## src/rtl/mul_k_pipe_if.sv

```systemverilog
// Operand/product channel of mul_k_pipe: A/B pair in, unreduced product out, plus pipeline flush.
// Names are seen from the multiplier's side. RANGE_CHECK_EN adds the sticky range_err_o signal.
interface mul_k_pipe_if #(
    parameter int NB_BIT = 12
);
    logic                  clear_i;
    logic [NB_BIT-1:0]     a_i;
    logic [NB_BIT-1:0]     b_i;
    logic                  valid_i;
    logic                  ready_o;
    logic [2*NB_BIT-1:0]   product_o;
    logic                  valid_o;
    logic                  ready_i;
`ifdef RANGE_CHECK_EN
    logic                  range_err_o;

    modport master (
        output clear_i, a_i, b_i, valid_i, ready_i,
        input  ready_o, product_o, valid_o, range_err_o
    );

    modport slave (
        input  clear_i, a_i, b_i, valid_i, ready_i,
        output ready_o, product_o, valid_o, range_err_o
    );
`else
    modport master (
        output clear_i, a_i, b_i, valid_i, ready_i,
        input  ready_o, product_o, valid_o
    );

    modport slave (
        input  clear_i, a_i, b_i, valid_i, ready_i,
        output ready_o, product_o, valid_o
    );
`endif
endinterface

```

## src/rtl/mul_k_pipe.sv

```systemverilog
// Purpose: unsigned NB_BIT x NB_BIT coefficient multiply, full 2*NB_BIT product for the Barrett reducer; RANGE_CHECK_EN adds sticky range_err_o.
// Latency: 2 cycles (S1 operand register, S2 product register), one pair per cycle sustained.
// Backpressure: ready_o = !v1 || !v2 || ready_i, combinational from ready_i; a full pipe drains and refills in the same cycle.
module mul_k_pipe #(
    parameter int NB_BIT = 12
) (
    input  logic        clk_i,
    input  logic        rst_i,
    mul_k_pipe_if.slave bus
);

    logic                  v1;
    logic                  v2;
    logic [NB_BIT-1:0]     a1;
    logic [NB_BIT-1:0]     b1;
    logic [2*NB_BIT-1:0]   prod2;
    logic [2*NB_BIT-1:0]   prod_s1;
    logic                  mv1;
    logic                  mv2;

    // S2 may load whenever it is empty or its product leaves this cycle; S1 follows S2.
    always_comb begin
        mv2 = !v2 || bus.ready_i;
        mv1 = !v1 || mv2;
    end

    assign prod_s1 = {{NB_BIT{1'b0}}, a1} * {{NB_BIT{1'b0}}, b1};

    assign bus.ready_o   = mv1;
    assign bus.valid_o   = v2;
    assign bus.product_o = prod2;

    always_ff @(posedge clk_i or posedge rst_i) begin
        if (rst_i) begin
            v1    <= 1'b0;
            v2    <= 1'b0;
            a1    <= '0;
            b1    <= '0;
            prod2 <= '0;
        end else if (bus.clear_i) begin
            // Flush wins over any accept or transfer in the same cycle.
            v1 <= 1'b0;
            v2 <= 1'b0;
        end else begin
            if (mv2) begin
                v2 <= v1;
                if (v1) begin
                    prod2 <= prod_s1;
                end
            end
            if (mv1) begin
                v1 <= bus.valid_i;
                if (bus.valid_i) begin
                    a1 <= bus.a_i;
                    b1 <= bus.b_i;
                end
            end
        end
    end

`ifdef RANGE_CHECK_EN
    localparam int unsigned Q_MOD = 3329;

    logic range_err;
    logic accept;
    logic oor;

    assign accept = bus.valid_i && mv1 && !bus.clear_i;
    assign oor    = (32'(bus.a_i) >= Q_MOD) || (32'(bus.b_i) >= Q_MOD);

    always_ff @(posedge clk_i or posedge rst_i) begin
        if (rst_i) begin
            range_err <= 1'b0;
        end else if (bus.clear_i) begin
            range_err <= 1'b0;
        end else if (accept && oor) begin
            range_err <= 1'b1;
        end
    end

    assign bus.range_err_o = range_err;
`endif

endmodule

```

## src/flat_wrapper.sv

```systemverilog
// flat-port wrapper written by rule: the top's interface ports become plain ports
module mul_k_pipe_flat 
#(
    parameter int NB_BIT = 12
)
  (clk_i, rst_i, bus_clear_i, bus_a_i, bus_b_i, bus_valid_i, bus_ready_i, bus_ready_o, bus_product_o, bus_valid_o);
  mul_k_pipe_if #(.NB_BIT(NB_BIT)) bus_i ();
  input  logic clk_i;
  input  logic rst_i;
  input wire logic [$bits(bus_i.clear_i)-1:0] bus_clear_i;
  input wire logic [$bits(bus_i.a_i)-1:0] bus_a_i;
  input wire logic [$bits(bus_i.b_i)-1:0] bus_b_i;
  input wire logic [$bits(bus_i.valid_i)-1:0] bus_valid_i;
  input wire logic [$bits(bus_i.ready_i)-1:0] bus_ready_i;
  output wire logic [$bits(bus_i.ready_o)-1:0] bus_ready_o;
  output wire logic [$bits(bus_i.product_o)-1:0] bus_product_o;
  output wire logic [$bits(bus_i.valid_o)-1:0] bus_valid_o;
  assign bus_i.clear_i = bus_clear_i;
  assign bus_i.a_i = bus_a_i;
  assign bus_i.b_i = bus_b_i;
  assign bus_i.valid_i = bus_valid_i;
  assign bus_i.ready_i = bus_ready_i;
  assign bus_ready_o = bus_i.ready_o;
  assign bus_product_o = bus_i.product_o;
  assign bus_valid_o = bus_i.valid_o;
  mul_k_pipe #(.NB_BIT(NB_BIT)) u_core (.clk_i(clk_i), .rst_i(rst_i), .bus(bus_i));
endmodule
```

## config.mk

```make
export PLATFORM = sky130hd
export DESIGN_NAME = mul_k_pipe_flat
export DESIGN_NICKNAME = d
export VERILOG_FILES = /design/src/rtl/mul_k_pipe_if.sv /design/src/rtl/mul_k_pipe.sv /design/src/flat_wrapper.sv
export SDC_FILE = /design/constraint.sdc
export NUM_CORES = 1
export LEC_CHECK = 0
export CAP_MARGIN = 10
export CORE_ASPECT_RATIO = 1.2
export CORE_MARGIN = 2
export CORE_UTILIZATION = 50
export CTS_CLUSTER_SIZE = 28
export DETAILED_ROUTE_END_ITERATION = 8
export GPL_TIMING_DRIVEN = 0
export PLACE_DENSITY = 0.75
export RECOVER_POWER = 50
export SLEW_MARGIN = 20
export SYNTH_ARGS = -nofsm -noshare
export SYNTH_HDL_FRONTEND = slang
export SYNTH_SLANG_ARGS = --single-unit
```

## constraint.sdc

```tcl
create_clock -name clk_i -period 9.3 [get_ports clk_i]
set_clock_uncertainty 0.15 [all_clocks]
set_input_delay 2.79 -clock clk_i [delete_from_list [all_inputs] [get_ports clk_i]]
set_output_delay 2.79 -clock clk_i [all_outputs]
set_load 0.005 [all_outputs]
```

==> flow_summary_export.csv <==
group,metric,value,unit
status,status,"complete, but fails checks",
status,violations,"capacitance limit, slew limit",
critical_path,r2r_slack,3.64,ns
layout,drive_gt1_share,6.52,%
clock_network,worstSkewPairLatency,0.30,ns
floorplanning,row_count,46,
clock_network,clock-root-buffer,"clkbuf_16",
layout,final_cell_mix,"140 x inv_1, 134 x nand2_1, 100 x fa_1",
yosys,synth_seq_cells,50,
floorplanning,core,13100,sq um
floorplanning,start_util,51.0,%
clock_network,clock_sinks,50,
layout,n_antenna_cell,0,
layout,layout_commonest_cell,"inv_1",
yosys,synth_top_cell_area_share,29.9,%
min_path,min_path_cells,2,
floorplanning,die_y,131,microns
place,dp_hpwl,11.9,mm
global_routing,overflow,0,
layout,area_delta_synth_final,13.9,%
yosys,yosysTopAreaCell,"fa_1",
yosys,synth_flop_cell,"dfrtp_1",
critical_path,r2r_end,"u_core.bus.product_o[21]",
yosys,synth_warnings,0,
detailed_routing,antenna_left,0,
timing,clock.fmax,140,MHz
yosys,synth.cell_area,6690,sq um
clock_network,cts_resized,0,
clock_network,tritoncts,"yes",
clock_network,cts.path.max_buffers,2,
timing,hold_violations,0,
global_routing,grt_pass1_wl,24.5,mm
clock_network,numCtsBuffers,5,
critical_path,worstPathRequired,6.36,ns
global_routing,grt_usage,21.8,%
clock_network,cts_hold_buf,0,
place,place_area,7450,sq um
critical_path,reg2reg_depth,18,
min_path,hp-start,"u_core.bus.product_o[0]",
critical_path,critical-path-top-delay-family,"buffers and inverters",
timing,layout_min_cycle_time,7.14,ns
detailed_routing,wl_per_cell,14.9,microns
global_routing,grt_max_degree,51,
detailed_routing,vias,5109,
place,place_congestion,0.863,
critical_path,worstPathArrival,4.20,ns
yosys,synth_nets,927,
yosys,ys_seq_area_share,18.7,%
timing,slew_headroom,-58.0,%
yosys,ys_types,48,
critical_path,path_cells,"dlygate4sd3_1 > nor2b_1 > nand2_1 > clkdlybuf4s50_1",
place,dp.cells,958,
place,portBuffers,54,
detailed_routing,drt_iter0_drc,157,
critical_path,r2r-start,"u_core.b1[5]",
clock_network,post_cts_buffers,0,
run,drv_cap,1,
critical_path,slowest_stage,"dlygate4sd3_1",
min_path,hold_path_end,"u_core.bus.product_o[0]",
clock_network,h-tree-depth,2,
detailed_routing,drt-vias-per-instance,5.29,
detailed_routing,drc_errors,0,
yosys,avgSynthCellArea,9.09,sq um
critical_path,crit_type,"input port to output pin",
min_path,min-delay-path-class,"flip-flop to flip-flop",
floorplanning,dieArea,14300,sq um
layout,nNetsFinal,988,
timing,fin_tns_setup,0,ns
critical_path,critPathLaunchType,"input port",
layout,design_area,7620,sq um
timing,setup_viol,0,
yosys,async_flop_share,100,%
critical_path,worstPathMaxFanout,5,
timing,worst_pin_slew,2.36,ns
timing,post-route-period-util,76.7,%
global_routing,first_global_vias,5411,
yosys,synthCells,736,
yosys,yosys-top-cells-area,"fa_1 30%, dfrtp_1 19%, ha_1 12%, inv_1 7.9%, nand2_1 7.5%",
critical_path,path_buf_inv,2,
yosys,synth-edff-count,0,
detailed_routing,dr.pass1.iters,4,
critical_path,endpoint_kind,"output pin",
timing,slew_viol_final,51,
floorplanning,die_x,110,microns
floorplanning,ioPinCount,55,
timing,rsz0062_at_grt,"no",
detailed_routing,wl,14.4,mm
clock_network,path_clk_slew,0.08,ns
critical_path,critical-path-max-stage-delay,0.54,ns
layout,final-instance-count-excl-fill,966,
global_routing,antenna_found_initial,0,
-- metrics by stage --
stage | utilization, % | hold slack (ns) | worst slack, ns
4_1_cts | 58.1 | 0.330 | 2.28
3_5_place_dp | 56.7 | 0.312 | 2.29
2_1_floorplan | - | 0.313 | 3.21
3_3_place_gp | 56.7 | 0.304 | 2.30
6_report | 58.1 | 0.324 | 2.16
5_1_grt | 58.1 | 0.361 | 2.05
-- layout make-up --
cell class / instances / area [sq um]
flip-flops and latches: 50 / 1250
repair buffers: 54 / 541
multi-input cells: 509 / 4770
fillers: 1154 / 5500
well taps: 168 / 210
clock inverters: 2 / 38.8
plain buffers: 36 / 146
clock buffers: 6 / 139
inverters: 141 / 531
-- worst max-delay path by stage --
stage | cells after the start | end | start
finish | 4 | bus_ready_o | bus_ready_i
global placement | 4 | bus_ready_o | bus_ready_i
CTS | 4 | bus_ready_o | bus_ready_i
detailed placement | 4 | bus_ready_o | bus_ready_i
global route | 4 | bus_ready_o | bus_ready_i
floorplan | 2 | bus_ready_o | bus_ready_i
-- worst reg2reg max path: cells and delay by family, from the launching register on --
family / cells / cell delay, ns
and+or+nand+nor: 6 / 1.18
adders and majority gates: 6 / 2.88
AOI/OAI and AO/OA: 1 / 0.18
buffers and inverters: 5 / 0.75
DFF: 1 / 0.45
-- registers in the layout, summed over array words and instances (netlist names) --
| signal | cells |
|---|---|
| u_core.a1 | 12 |
| u_core.b1 | 12 |
| u_core.bus.product_o | 24 |
| u_core.bus.valid_o | 1 |
| u_core.v1 | 1 |
-- cells by family (layout without fill, tap and decap cells) --
logic type / after synthesis / after routing / share of synthesized area (%)
adder cells (fa/ha/maj): 162 / 162 / 41.5
buffers and inverters: 177 / 239 / 10.1
multiplexers: 25 / 25 / 4.21
XOR/XNOR: 12 / 12 / 1.57
AO/OA/AOI/OAI: 71 / 71 / 6.99
AND/OR/NAND/NOR: 239 / 239 / 16.9
flip-flops: 50 / 50 / 18.7
-- per-layer routing --
| layer | wire (microns) | vias up | global-route usage (%) |
|---|---|---|---|
| met5 | 0 | - | 0 |
| met4 | 468 | 0 | 8.41 |
| met3 | 498 | 37 | 1.93 |
| met2 | 7810 | 115 | 39.8 |
| met1 | 5660 | 2562 | 26.6 |
| li1 | - | 2395 | - |
-- synth_stat cells (2+ instances only) --
master / n
inv_1: 141
nand2_1: 134
fa_1: 100
ha_1: 62
and2_1: 53
dfrtp_1: 50
clkbuf_1: 27
mux2_2: 25
o21ai_0: 21
a21oi_1: 17
nand3_1: 15
nor2_1: 12
xnor2_1: 8
a21o_1: 6
buf_2: 6
nand4_1: 6
o211ai_1: 4
o21bai_1: 4
xor2_1: 4
clkbuf_2: 3
nand2b_1: 3
or4_1: 3
a211oi_1: 2
a21boi_0: 2
nor2b_1: 2
nor3_1: 2
o311ai_0: 2
o31a_1: 2
Power is left out: the tool's default activity adds up to more than one toggle a clock period on the data nets, which glitch-free logic cannot reach.
